$ cat src/rtl/adc_cap_pkg.sv
// Shared types and constants for the ADC window capture block.
package adc_cap_pkg;

  // Capture FSM states
  typedef enum logic [2:0] {
    ST_IDLE   = 3'd0,
    ST_SETUP  = 3'd1,
    ST_SHIFT  = 3'd2,
    ST_QUIET  = 3'd3,
    ST_COMMIT = 3'd4
  } state_e;

  // Serial frame geometry
  localparam int unsigned FRAME_BITS = 16;
  localparam int unsigned DATA_BITS  = 12;

  // Record layout: {rot, ch, ch_err, count, sum}
  localparam int unsigned RECORD_W = 41;
  localparam int unsigned SUM_W    = 20;
  localparam int unsigned SUM_LSB  = 0;
  localparam int unsigned CNT_W    = 8;
  localparam int unsigned CNT_LSB  = 20;
  localparam int unsigned ERR_LSB  = 28;
  localparam int unsigned CH_W     = 2;
  localparam int unsigned CH_LSB   = 29;
  localparam int unsigned ROT_W    = 10;
  localparam int unsigned ROT_LSB  = 31;
  localparam int unsigned SW_W     = 4;

  // One-hot RF switch to {channel, error}; anything not one-hot is an error
  function automatic logic [CH_W:0] ch_encode(input logic [SW_W-1:0] sw);
    logic [CH_W:0] r;
    case (sw)
      4'b0001: r = {2'd0, 1'b0};
      4'b0010: r = {2'd1, 1'b0};
      4'b0100: r = {2'd2, 1'b0};
      4'b1000: r = {2'd3, 1'b0};
      default: r = {2'd0, 1'b1};
    endcase
    return r;
  endfunction

endpackage

$ cat src/rtl/adc_window_capture_record_fifo.sv
// First-word-fall-through record FIFO with sticky overflow and push+pop when full.
module record_fifo #(
  parameter int unsigned WIDTH = 41,
  parameter int unsigned DEPTH = 8
) (
  input  logic             clk,
  input  logic             rst_n,
  input  logic             push,
  input  logic [WIDTH-1:0] din,
  input  logic             pop,
  output logic [WIDTH-1:0] dout,
  output logic             empty,
  output logic             full,
  output logic             overflow
);

  localparam int unsigned AW = $clog2(DEPTH);
  localparam int unsigned CW = AW + 1;

  logic [WIDTH-1:0] mem_q [DEPTH];
  logic [WIDTH-1:0] mem_d [DEPTH];
  logic [AW-1:0]    wr_q, wr_d, rd_q, rd_d;
  logic [CW-1:0]    cnt_q, cnt_d;
  logic             empty_q, empty_d, full_q, full_d, ovf_q, ovf_d;
  logic             do_pop, do_push;

  // Pointer, occupancy and storage update
  always_comb begin
    mem_d   = mem_q;
    wr_d    = wr_q;
    rd_d    = rd_q;
    do_pop  = pop & ~empty_q;
    do_push = push & (~full_q | do_pop);
    if (do_push) begin
      mem_d[wr_q] = din;
      wr_d        = wr_q + AW'(1);
    end
    if (do_pop) begin
      rd_d = rd_q + AW'(1);
    end
    cnt_d   = cnt_q + CW'(do_push) - CW'(do_pop);
    empty_d = (cnt_d == '0);
    full_d  = (cnt_d == CW'(DEPTH));
    ovf_d   = ovf_q | (push & full_q & ~do_pop);
  end

  // FIFO state registers; contents are cleared so the head reads zero after reset
  always_ff @(posedge clk or negedge rst_n) begin
    if (!rst_n) begin
      for (int i = 0; i < int'(DEPTH); i++) mem_q[i] <= '0;
      wr_q    <= '0;
      rd_q    <= '0;
      cnt_q   <= '0;
      empty_q <= 1'b1;
      full_q  <= 1'b0;
      ovf_q   <= 1'b0;
    end else begin
      mem_q   <= mem_d;
      wr_q    <= wr_d;
      rd_q    <= rd_d;
      cnt_q   <= cnt_d;
      empty_q <= empty_d;
      full_q  <= full_d;
      ovf_q   <= ovf_d;
    end
  end

  assign dout     = mem_q[rd_q];
  assign empty    = empty_q;
  assign full     = full_q;
  assign overflow = ovf_q;

endmodule

$ cat src/rtl/adc_window_capture.sv
// Runs back-to-back SPI ADC conversions per adc_en window and commits a tagged record.
module adc_window_capture
  import adc_cap_pkg::*;
#(
  parameter int unsigned SCLK_DIV   = 4,
  parameter int unsigned SETUP_CYC  = 2,
  parameter int unsigned QUIET_CYC  = 4,
  parameter int unsigned FIFO_DEPTH = 8
) (
  input  logic                fpga_clk,
  input  logic                rst_n,
  input  logic                adc_en,
  input  logic [SW_W-1:0]     rf_sw,
  input  logic [ROT_W-1:0]    rot_count,
  input  logic                adc_sdo,
  output logic                adc_cs_n,
  output logic                adc_sclk,
  input  logic                rd_en,
  output logic [RECORD_W-1:0] rd_data,
  output logic                fifo_empty,
  output logic                fifo_full,
  output logic                overflow
);

  localparam int unsigned PERIOD  = 2 * SCLK_DIV;
  localparam int unsigned TMR_MAX = (PERIOD > SETUP_CYC)
                                  ? ((PERIOD > QUIET_CYC) ? PERIOD : QUIET_CYC)
                                  : ((SETUP_CYC > QUIET_CYC) ? SETUP_CYC : QUIET_CYC);
  localparam int unsigned TMR_W   = $clog2(TMR_MAX);
  localparam int unsigned BIT_W   = $clog2(FRAME_BITS);

  state_e               state_q, state_d;
  logic                 en_q, en_d, pend_q, pend_d;
  logic [ROT_W-1:0]     rot_q, rot_d;
  logic [SW_W-1:0]      sw_q, sw_d;
  logic [SUM_W-1:0]     sum_q, sum_d;
  logic [CNT_W-1:0]     cnt_q, cnt_d;
  logic [DATA_BITS-1:0] shreg_q, shreg_d;
  logic [TMR_W-1:0]     tmr_q, tmr_d;
  logic [BIT_W-1:0]     bit_q, bit_d;
  logic                 cs_n_q, cs_n_d, sclk_q, sclk_d;
  logic                 start_c, push_c;
  logic [CH_W:0]        ch_c;
  logic [RECORD_W-1:0]  rec_c;

  // Next-state, datapath and registered SPI pin values
  always_comb begin
    state_d = state_q;
    en_d    = adc_en;
    pend_d  = pend_q;
    rot_d   = rot_q;
    sw_d    = sw_q;
    sum_d   = sum_q;
    cnt_d   = cnt_q;
    shreg_d = shreg_q;
    tmr_d   = tmr_q;
    bit_d   = bit_q;
    push_c  = 1'b0;
    start_c = adc_en & ~en_q;

    // A window requested while busy is remembered and started after COMMIT
    if (start_c && (state_q != ST_IDLE)) pend_d = 1'b1;

    case (state_q)
      ST_IDLE: begin
        if (start_c || pend_q) begin
          state_d = ST_SETUP;
          pend_d  = 1'b0;
          rot_d   = rot_count;
          sw_d    = rf_sw;
          sum_d   = '0;
          cnt_d   = '0;
          tmr_d   = '0;
        end
      end
      ST_SETUP: begin
        if (tmr_q == TMR_W'(SETUP_CYC - 1)) begin
          state_d = ST_SHIFT;
          tmr_d   = '0;
          bit_d   = '0;
        end else begin
          tmr_d = tmr_q + TMR_W'(1);
        end
      end
      ST_SHIFT: begin
        if (tmr_q == TMR_W'(SCLK_DIV - 1)) shreg_d = {shreg_q[DATA_BITS-2:0], adc_sdo};
        if (tmr_q == TMR_W'(PERIOD - 1)) begin
          tmr_d = '0;
          if (bit_q == BIT_W'(FRAME_BITS - 1)) state_d = ST_QUIET;
          else                                 bit_d   = bit_q + BIT_W'(1);
        end else begin
          tmr_d = tmr_q + TMR_W'(1);
        end
      end
      ST_QUIET: begin
        // Leading frame bits have already fallen out of the 12-bit shifter
        if (tmr_q == '0) begin
          sum_d = sum_q + SUM_W'(shreg_q);
          cnt_d = (cnt_q == {CNT_W{1'b1}}) ? cnt_q : cnt_q + CNT_W'(1);
        end
        if (tmr_q == TMR_W'(QUIET_CYC - 1)) begin
          tmr_d   = '0;
          state_d = adc_en ? ST_SETUP : ST_COMMIT;
        end else begin
          tmr_d = tmr_q + TMR_W'(1);
        end
      end
      ST_COMMIT: begin
        push_c  = 1'b1;
        state_d = ST_IDLE;
      end
      default: state_d = ST_IDLE;
    endcase

    cs_n_d = ~((state_d == ST_SETUP) || (state_d == ST_SHIFT));
    sclk_d = ~((state_d == ST_SHIFT) && (tmr_d < TMR_W'(SCLK_DIV)));
  end

  // Record assembly from the latched window tags and accumulators
  always_comb begin
    ch_c                            = ch_encode(sw_q);
    rec_c                           = '0;
    rec_c[ROT_LSB +: ROT_W]         = rot_q;
    rec_c[CH_LSB +: CH_W]           = ch_c[CH_W:1];
    rec_c[ERR_LSB]                  = ch_c[0];
    rec_c[CNT_LSB +: CNT_W]         = cnt_q;
    rec_c[SUM_LSB +: SUM_W]         = sum_q;
  end

  // State and datapath registers; pins go idle-high immediately on reset
  always_ff @(posedge fpga_clk or negedge rst_n) begin
    if (!rst_n) begin
      state_q <= ST_IDLE;
      en_q    <= 1'b0;
      pend_q  <= 1'b0;
      rot_q   <= '0;
      sw_q    <= '0;
      sum_q   <= '0;
      cnt_q   <= '0;
      shreg_q <= '0;
      tmr_q   <= '0;
      bit_q   <= '0;
      cs_n_q  <= 1'b1;
      sclk_q  <= 1'b1;
    end else begin
      state_q <= state_d;
      en_q    <= en_d;
      pend_q  <= pend_d;
      rot_q   <= rot_d;
      sw_q    <= sw_d;
      sum_q   <= sum_d;
      cnt_q   <= cnt_d;
      shreg_q <= shreg_d;
      tmr_q   <= tmr_d;
      bit_q   <= bit_d;
      cs_n_q  <= cs_n_d;
      sclk_q  <= sclk_d;
    end
  end

  assign adc_cs_n = cs_n_q;
  assign adc_sclk = sclk_q;

  record_fifo #(
    .WIDTH (RECORD_W),
    .DEPTH (FIFO_DEPTH)
  ) u_fifo (
    .clk      (fpga_clk),
    .rst_n    (rst_n),
    .push     (push_c),
    .din      (rec_c),
    .pop      (rd_en),
    .dout     (rd_data),
    .empty    (fifo_empty),
    .full     (fifo_full),
    .overflow (overflow)
  );

endmodule

$ cat config.mk
export PLATFORM = sky130hd
export DESIGN_NAME = adc_window_capture
export DESIGN_NICKNAME = d
export VERILOG_FILES = /design/src/rtl/adc_cap_pkg.sv /design/src/rtl/adc_window_capture_record_fifo.sv /design/src/rtl/adc_window_capture.sv
export SDC_FILE = /design/constraint.sdc
export NUM_CORES = 1
export LEC_CHECK = 0
export ABC_AREA = 1
export CAP_MARGIN = 40
export CORE_MARGIN = 4
export CORE_UTILIZATION = 35
export CTS_CLUSTER_DIAMETER = 120
export CTS_CLUSTER_SIZE = 12
export DETAILED_ROUTE_END_ITERATION = 6
export REMOVE_ABC_BUFFERS = 1
export SLEW_MARGIN = 20
export SYNTH_ARGS = -nofsm -noshare
export SYNTH_HDL_FRONTEND = slang
export SYNTH_SLANG_ARGS = --single-unit
$ cat constraint.sdc
create_clock -name fpga_clk -period 2.21 [get_ports fpga_clk]
set_clock_uncertainty 0.1 [all_clocks]
set_input_delay 0.3315 -clock fpga_clk [delete_from_list [all_inputs] [get_ports fpga_clk]]
set_output_delay 0.3315 -clock fpga_clk [all_outputs]
set_load 0.005 [all_outputs]
== Word level (Yosys, flattened, before mapping) ==
Cells that the tools add are included.
Word-level totals
  latch bits: 0
  register bits: 409
  output and inout port bits: 46
  bits in read-only memories: 0
  RAM bits: 0
  memories: 0
  input port bits: 19
Cells by class
  order comparisons: 4
  bitwise gates (word level): 15
  shifts and indexed selects: 0
  eq/ne operators: 22
  reductions and logical operators: 16
  divide/modulo/power cells: 0
  $add $sub $neg: 8
  multiply operators: 0
  muxes and demuxes: 34
Operator list (number)
  $bwmux W328: 1
  $bmux W41 S3: 1
  $demux W41 S3: 1
  $mux W41: 3
  $mux W20: 2
  $pmux W20 S2: 1
  $pmux W3 S4: 3
  $mux W3: 10
  $mux W8: 3
  $add A20 B12 Y20: 1
  $pmux W8 S2: 1
  $eq A3 B2 Y1 const B: 4
  $eq A4 B4 Y1 const B: 3
  $mux W4: 3
  $ne A2 B2 Y1 const B: 6
  $add A3 B1 Y3 const B: 3
  $eq A3 B1 Y1 const B: 3
  $add A8 B1 Y8 const B: 1
  $eq A8 B8 Y1 const B: 1
  $ge A4 B4 Y1 const B: 2
  $not A3 Y4: 2
  $pmux W4 S2: 1
  $reduce_and A4 Y1: 2
  $eq A3 B3 Y1 const B: 2
  20 further kinds: 39

== Longest topological paths before layout ==
  depth after elaboration: 8
  mapped depth: 12
  mapped depth without buffers: 11

== By module ==
A second synthesis with hierarchy kept.
Unflattened totals
  cells, all modules: 2961
  area, all modules: 21536.9 sq um
By module, submodules not included
  record_fifo: times used 1, area each 17668.2 sq um, cells each 2502, sequential area each 8534.4 sq um
  adc_window_capture: times used 1, area each 3868.7 sq um, cells each 459, sequential area each 1704.1 sq um

== Worst setup path before layout ==
OpenSTA, ideal clock, no wires.
  kind: register to register
  from: reg u_fifo.empty_q, in the netlist u_fifo.empty
  to: reg u_fifo.empty_q, in the netlist u_fifo.empty
  stages on the path, launching flop included: 11
  buffers on the path: 1
  arrival: 2210 ps
  library setup time: 68 ps
  path slack: -168 ps
  cells stage by stage: dfstp_2 > or2_1 > buf_6 > inv_1 > ha_1 > inv_1 > ha_1 > fa_1 > xor2_1 > or3_1 > nor2_1
On the way
  longest elaborated chain between the ends: 7
Ends and longest elaborated chain
  start, declared: line adc_window_capture_record_fifo.sv:24  | logic empty_q, empty_d, full_q, full_d, ovf_q, ovf_d;
  start signal, assigned: line adc_window_capture_record_fifo.sv:62  | empty_q <= empty_d;
  $not A1 Y1 *: line adc_window_capture_record_fifo.sv:32  | do_pop = pop & ~empty_q;
  $and A1 B1 Y1 *: line adc_window_capture_record_fifo.sv:32
  net u_fifo.do_pop: line adc_window_capture_record_fifo.sv:25  | logic do_pop, do_push;
  $or A1 B1 Y1: line adc_window_capture_record_fifo.sv:33  | do_push = push & (~full_q | do_pop);
  $and A1 B1 Y1: line adc_window_capture_record_fifo.sv:33
  $add A4 B1 Y4: line adc_window_capture_record_fifo.sv:41  | cnt_d = cnt_q + CW'(do_push) - CW'(do_pop);
  $sub A4 B1 Y4 *: line adc_window_capture_record_fifo.sv:41
  net u_fifo.cnt_d[2]: line adc_window_capture_record_fifo.sv:23  | logic [CW-1:0] cnt_q, cnt_d;
  $logic_not A4 Y1 *: line adc_window_capture_record_fifo.sv:42  | empty_d = (cnt_d == '0);
  net u_fifo.empty_d: line adc_window_capture_record_fifo.sv:24
The timed path passes the listed nets; every way through them passes the cells marked *.
A chain may end at the register's enable or synchronous reset.

== Worst setup path after layout ==
  from: reg u_fifo.rd_q[0]
  to: out rd_data[23]
On the way
  longest elaborated chain between the ends: 4
Ends and longest elaborated chain
  start, declared: line adc_window_capture_record_fifo.sv:22  | logic [AW-1:0] wr_q, wr_d, rd_q, rd_d;
  start signal, assigned: line adc_window_capture_record_fifo.sv:60  | rd_q <= rd_d;
  $not A3 Y4 (not written as such): line adc_window_capture_record_fifo.sv:68  | assign dout = mem_q[rd_q];
  $bmux W41 S3: line adc_window_capture_record_fifo.sv:68
  $mux W41 (not written as such) (2 in series): line adc_window_capture_record_fifo.sv:68
  end, declared: line adc_window_capture.sv:19  | output logic [RECORD_W-1:0] rd_data,
No other way between the ends. The select of a mux whose other input is x is not followed.

==> out/results.tsv <==
stage	metric	value	unit
global_route	largest net degree at the start of global routing	79	
worst_setup_path	CP Launch Type	flip-flop	
worst_setup_path	crit end category	primary output	
clock_tree	Clock Latency Late Sink	570	ps
clock_tree	clock sink count	409	
floorplan	die height	241	um
yosys	synthesized area	18900	um^2
global_route	initial antenna violation count	0	
timing	period utilization	1.20	
route	Initial DRC Count	1417	
final_layout	Final nets	2421	
status	violated checks	negative setup slack	
clock_tree	CTS tree	done	
yosys	FF+latch count, synth	409	
worst_setup_path	most frequent CP cell	bufbuf_16	
power	switch share	0.377	
yosys	adder-cell share of the synthesized area	0.0193	
timing	Fin. Hold Viols	0	
placed_design	I/O Buffers	64	
final_layout	Area Overhead vs Synth	26.8	%
worst_setup_path	critical path's top delay family	buffers and inverters	
yosys	syn_area_per_cell	8.45	um^2
route	via count	16000	
yosys	Yosys top cell area share	0.537	
timing	RSZ-0062 raised after global routing	yes	
route	Initial DRT Pass Iterations	5	
final_layout	Design Area, Final	24000	um^2
flow_run	max cap viols	0	
clock_tree	CTS max path bufs	3	
worst_setup_path	Worst Path Arrival	2210	ps
worst_setup_path	Critical Path RT	1780	ps
worst_setup_path	WP buf/inv	4	
worst_hold_path	min-delay worst type	primary input to async pin	
timing	Worst slew margin	0.519	
timing	setup slack after layout	-433	ps
global_route	total global routing track utilization	0.185	
timing	final max-slew violation count	0	
floorplan	core area	53100	um^2
yosys	synth warn	0	
yosys	xor and xnor fraction of the mapped netlist area	0.00648	
yosys	Synth Area in Simple Gates	0.183	
timing	Worst Tran Pin Value	718	ps
placed_design	Post-Place Cell Area	21000	um^2
floorplan	Die ar.	57800	um^2
yosys	Synth Instances	2239	
clock_tree	clock-pin slew on the worst setup and hold paths	60	ps
final_layout	multi-input logic area	8350	um^2
clock_tree	CTS Buf Count	40	
status	status	finished with violations	
power	total power	28.7	mW
final_layout	number of fill cells	4955	
worst_setup_path	CP peak stage delay	510	ps
timing	Hold WS	133	ps
timing	TNS Setup	-13920	ps
global_route	first-pass GRT wire length	86100	um
power	Power Density	1200	nW/um^2
route	post-route antenna net violation count	0	
worst_setup_path	CP Cell Sequence	buf_12, bufbuf_16, bufbuf_16, nor2_2, o22ai_1, nand2_1, nand2_2, buf_6	
floorplan	row cnt	84	
clock_tree	clock root buffer	clkbuf_16	
route	routed wire length	54300	um
floorplan	initial cell density of the core	0.356	
placed_design	RD Place Congestion	0.808	
timing	highest clock rate	378	MHz
floorplan	chip width	241	um
final_layout	ant diodes	0	
yosys	synth top area cells	dfrtp_1 54%, nand2_1 12%, o21ai_0 11%, nor2_1 4.2%, o22ai_1 2.7%	
yosys	unique cell type count in the Yosys netlist	39	
worst_setup_path	Crit Path Class	flip-flop to primary output	
worst_setup_path	Worst Reg-to-Reg Cells	9	
worst_setup_path	Slowest-stage cell, CP	dfrtp_4	
floorplan	IO Count	65	
worst_setup_path	R2R Path End	u_fifo.empty$_DFF_PN1_	
power	Cell Int Power	17.9	mW
yosys	mux cell area share after synthesis	0.00595	
worst_setup_path	reg2reg start	u_fifo.empty$_DFF_PN1_	
global_route	GRT Residual Overflow	0	
power	Logic pwr share	0.495	
yosys	largest family of logic cells by synthesized area	compound AO/OA/AOI/OAI gates	
global_route	vias in the first global route	15700	
yosys	post-synthesis compound-gate area fraction	0.186	
final_layout	Reg area	10200	um^2
power	Switching Power	10.8	mW
route	# DRC	0	
power	Reg power frac	0.289	
placed_design	Final HPWL DP	31500	um
power	worst vdd ir	0.560	mV
yosys	register area share after synthesis	0.541	
route	Vias/cell	5.20	
route	WL per Instance	17.7	um
worst_setup_path	R2R Setup Slk	-40	ps
yosys	area leader, netlist	dfrtp_1	
timing	Final Critical Period	2640	ps
power	P_leak	10.9	nW
clock_tree	H-tree depth	2	
final_layout	fraction of layout instances using a drive strength above 1	0.208	
timing	Final Setup Violations	43	
worst_setup_path	Crit Path Max Fanout	4	
power	Clk pwr share	0.217	
-- cell type report --
type | instances | share of cell area
flip-flops and latches | 409 | 0.427
multi-input cells | 1575 | 0.348
repair buffers | 227 | 0.123
clock buffers | 49 | 0.0440
well taps | 688 | 0.0359
inverters | 120 | 0.0203
clock inverters | 3 | 0.00120
repair inverters | 1 | 0.000678
-- worst max-delay path by stage --
stage / start / to / slack (ps) / cells past startpoint
finish: u_fifo.rd_q[0]$_DFFE_PN0P_ / rd_data[23] / -430 / 8
global route: u_fifo.rd_q[0]$_DFFE_PN0P_ / rd_data[29] / -480 / 9
CTS: u_fifo.rd_q[0]$_DFFE_PN0P_ / rd_data[29] / -480 / 8
detailed placement: rd_en / u_fifo.full$_DFF_PN0_ / -620 / 10
global placement: rd_en / u_fifo.empty$_DFF_PN1_ / -590 / 10
floorplan: u_fifo.rd_q[0]$_DFFE_PN0P_ / rd_data[0] / -3040 / 5
-- synth_stat cells --
cell type / n
o21ai_2: 39
or2_2: 2
inv_2: 4
nand2_1: 609
o21a_1: 1
dfrtp_1: 406
nor2_2: 1
inv_4: 1
mux2_2: 10
fa_1: 2
ha_1: 26
o22ai_1: 83
nor3_1: 8
a21oi_1: 25
a21oi_4: 1
nand3_4: 3
nor2_8: 1
nor2_1: 210
nand4_2: 4
clkinv_1: 3
inv_1: 112
or3_1: 1
o21ai_0: 399
xor2_1: 7
clkbuf_1: 97
buf_2: 13
buf_6: 17
nand3b_1: 4
o21ai_1: 93
nand4_1: 2
o21bai_1: 1
o31ai_1: 1
o211ai_1: 2
nand3_1: 29
dfstp_2: 3
xnor2_1: 7
buf_1: 8
a31oi_1: 3
or2_1: 1
-- power by group through the flow --
| stage | registers (mW) | logic, mW | clock network [mW] |
|---|---|---|---|
| after floorplan | 8.71 | 4.70 | 0 |
| final | 8.28 | 14.2 | 6.21 |
| after global placement | 8.41 | 10.1 | 0 |
| after global routing | 8.33 | 15.4 | 6.67 |
| after CTS | 8.27 | 13.3 | 6.40 |
| after detailed placement | 8.42 | 10.2 | 0 |
-- metal layers --
metal | wire, um | GRT usage
met1 | 24700 | 0.255
met2 | 26100 | 0.309
met3 | 2600 | 0.0243
met4 | 998 | 0.0505
met5 | 0 | 0
-- flip-flops by register name, summed over array words and instances, names as in the netlist --
register and cells:
u_fifo.wr_q 3, u_fifo.full 1, state_q 3, en_q 1
u_fifo.overflow 1, u_fifo.empty 1, sw_q 4, adc_sclk 1
shreg_q 12, pend_q 1, cnt_q 8, adc_cs_n 1
rot_q 10, tmr_q 3, u_fifo.cnt_q 4, bit_q 4
u_fifo.mem_q 328, u_fifo.rd_q 3, sum_q 20
-- cell usage in the layout, fill, tap and decap left out, types with 24 or more instances in the layout --
| master | instances |
|---|---|
| nand2_1 | 588 |
| dfrtp_1 | 403 |
| o21ai_0 | 285 |
| nor2_1 | 149 |
| o21ai_1 | 142 |
| inv_1 | 110 |
| o21ai_2 | 98 |
| o22ai_1 | 66 |
| buf_4 | 65 |
| buf_12 | 50 |
| nor2_2 | 48 |
| clkbuf_16 | 44 |
| nand3_1 | 29 |
| buf_2 | 28 |
| ha_1 | 24 |
-- repair_timing --
action | 4_1_cts | 5_1_grt
endpoints found under the hold margin | 376 | 0
resized for setup | 400 | 174
pin swaps | 81 | 83
buffers inserted | 35 | 8
endpoints found under the setup margin | 43 | 158
hold buffers | 1 | 0
gates cloned | 21 | 3
-- cells by family after synthesis --
| family | after synthesis |
|---|---|
| buffers and inverters | 255 |
| XOR/XNOR | 14 |
| adder cells (fa/ha/maj) | 28 |
| multiplexers | 10 |
| AND/OR/NAND/NOR | 875 |
| AO/OA/AOI/OAI | 648 |
| flip-flops | 409 |
-- per-stage QoR --
stage	util	instances	setup slack [ps]
6_report	0.452	3072	-433
5_1_grt	0.452	3072	-480
4_1_cts	0.442	3067	-483
3_5_place_dp	0.396	2958	-615
3_3_place_gp	0.396	2958	-595
2_1_floorplan	-	2104	-3040
No activity file was read; power rests on OpenSTA's default activity.
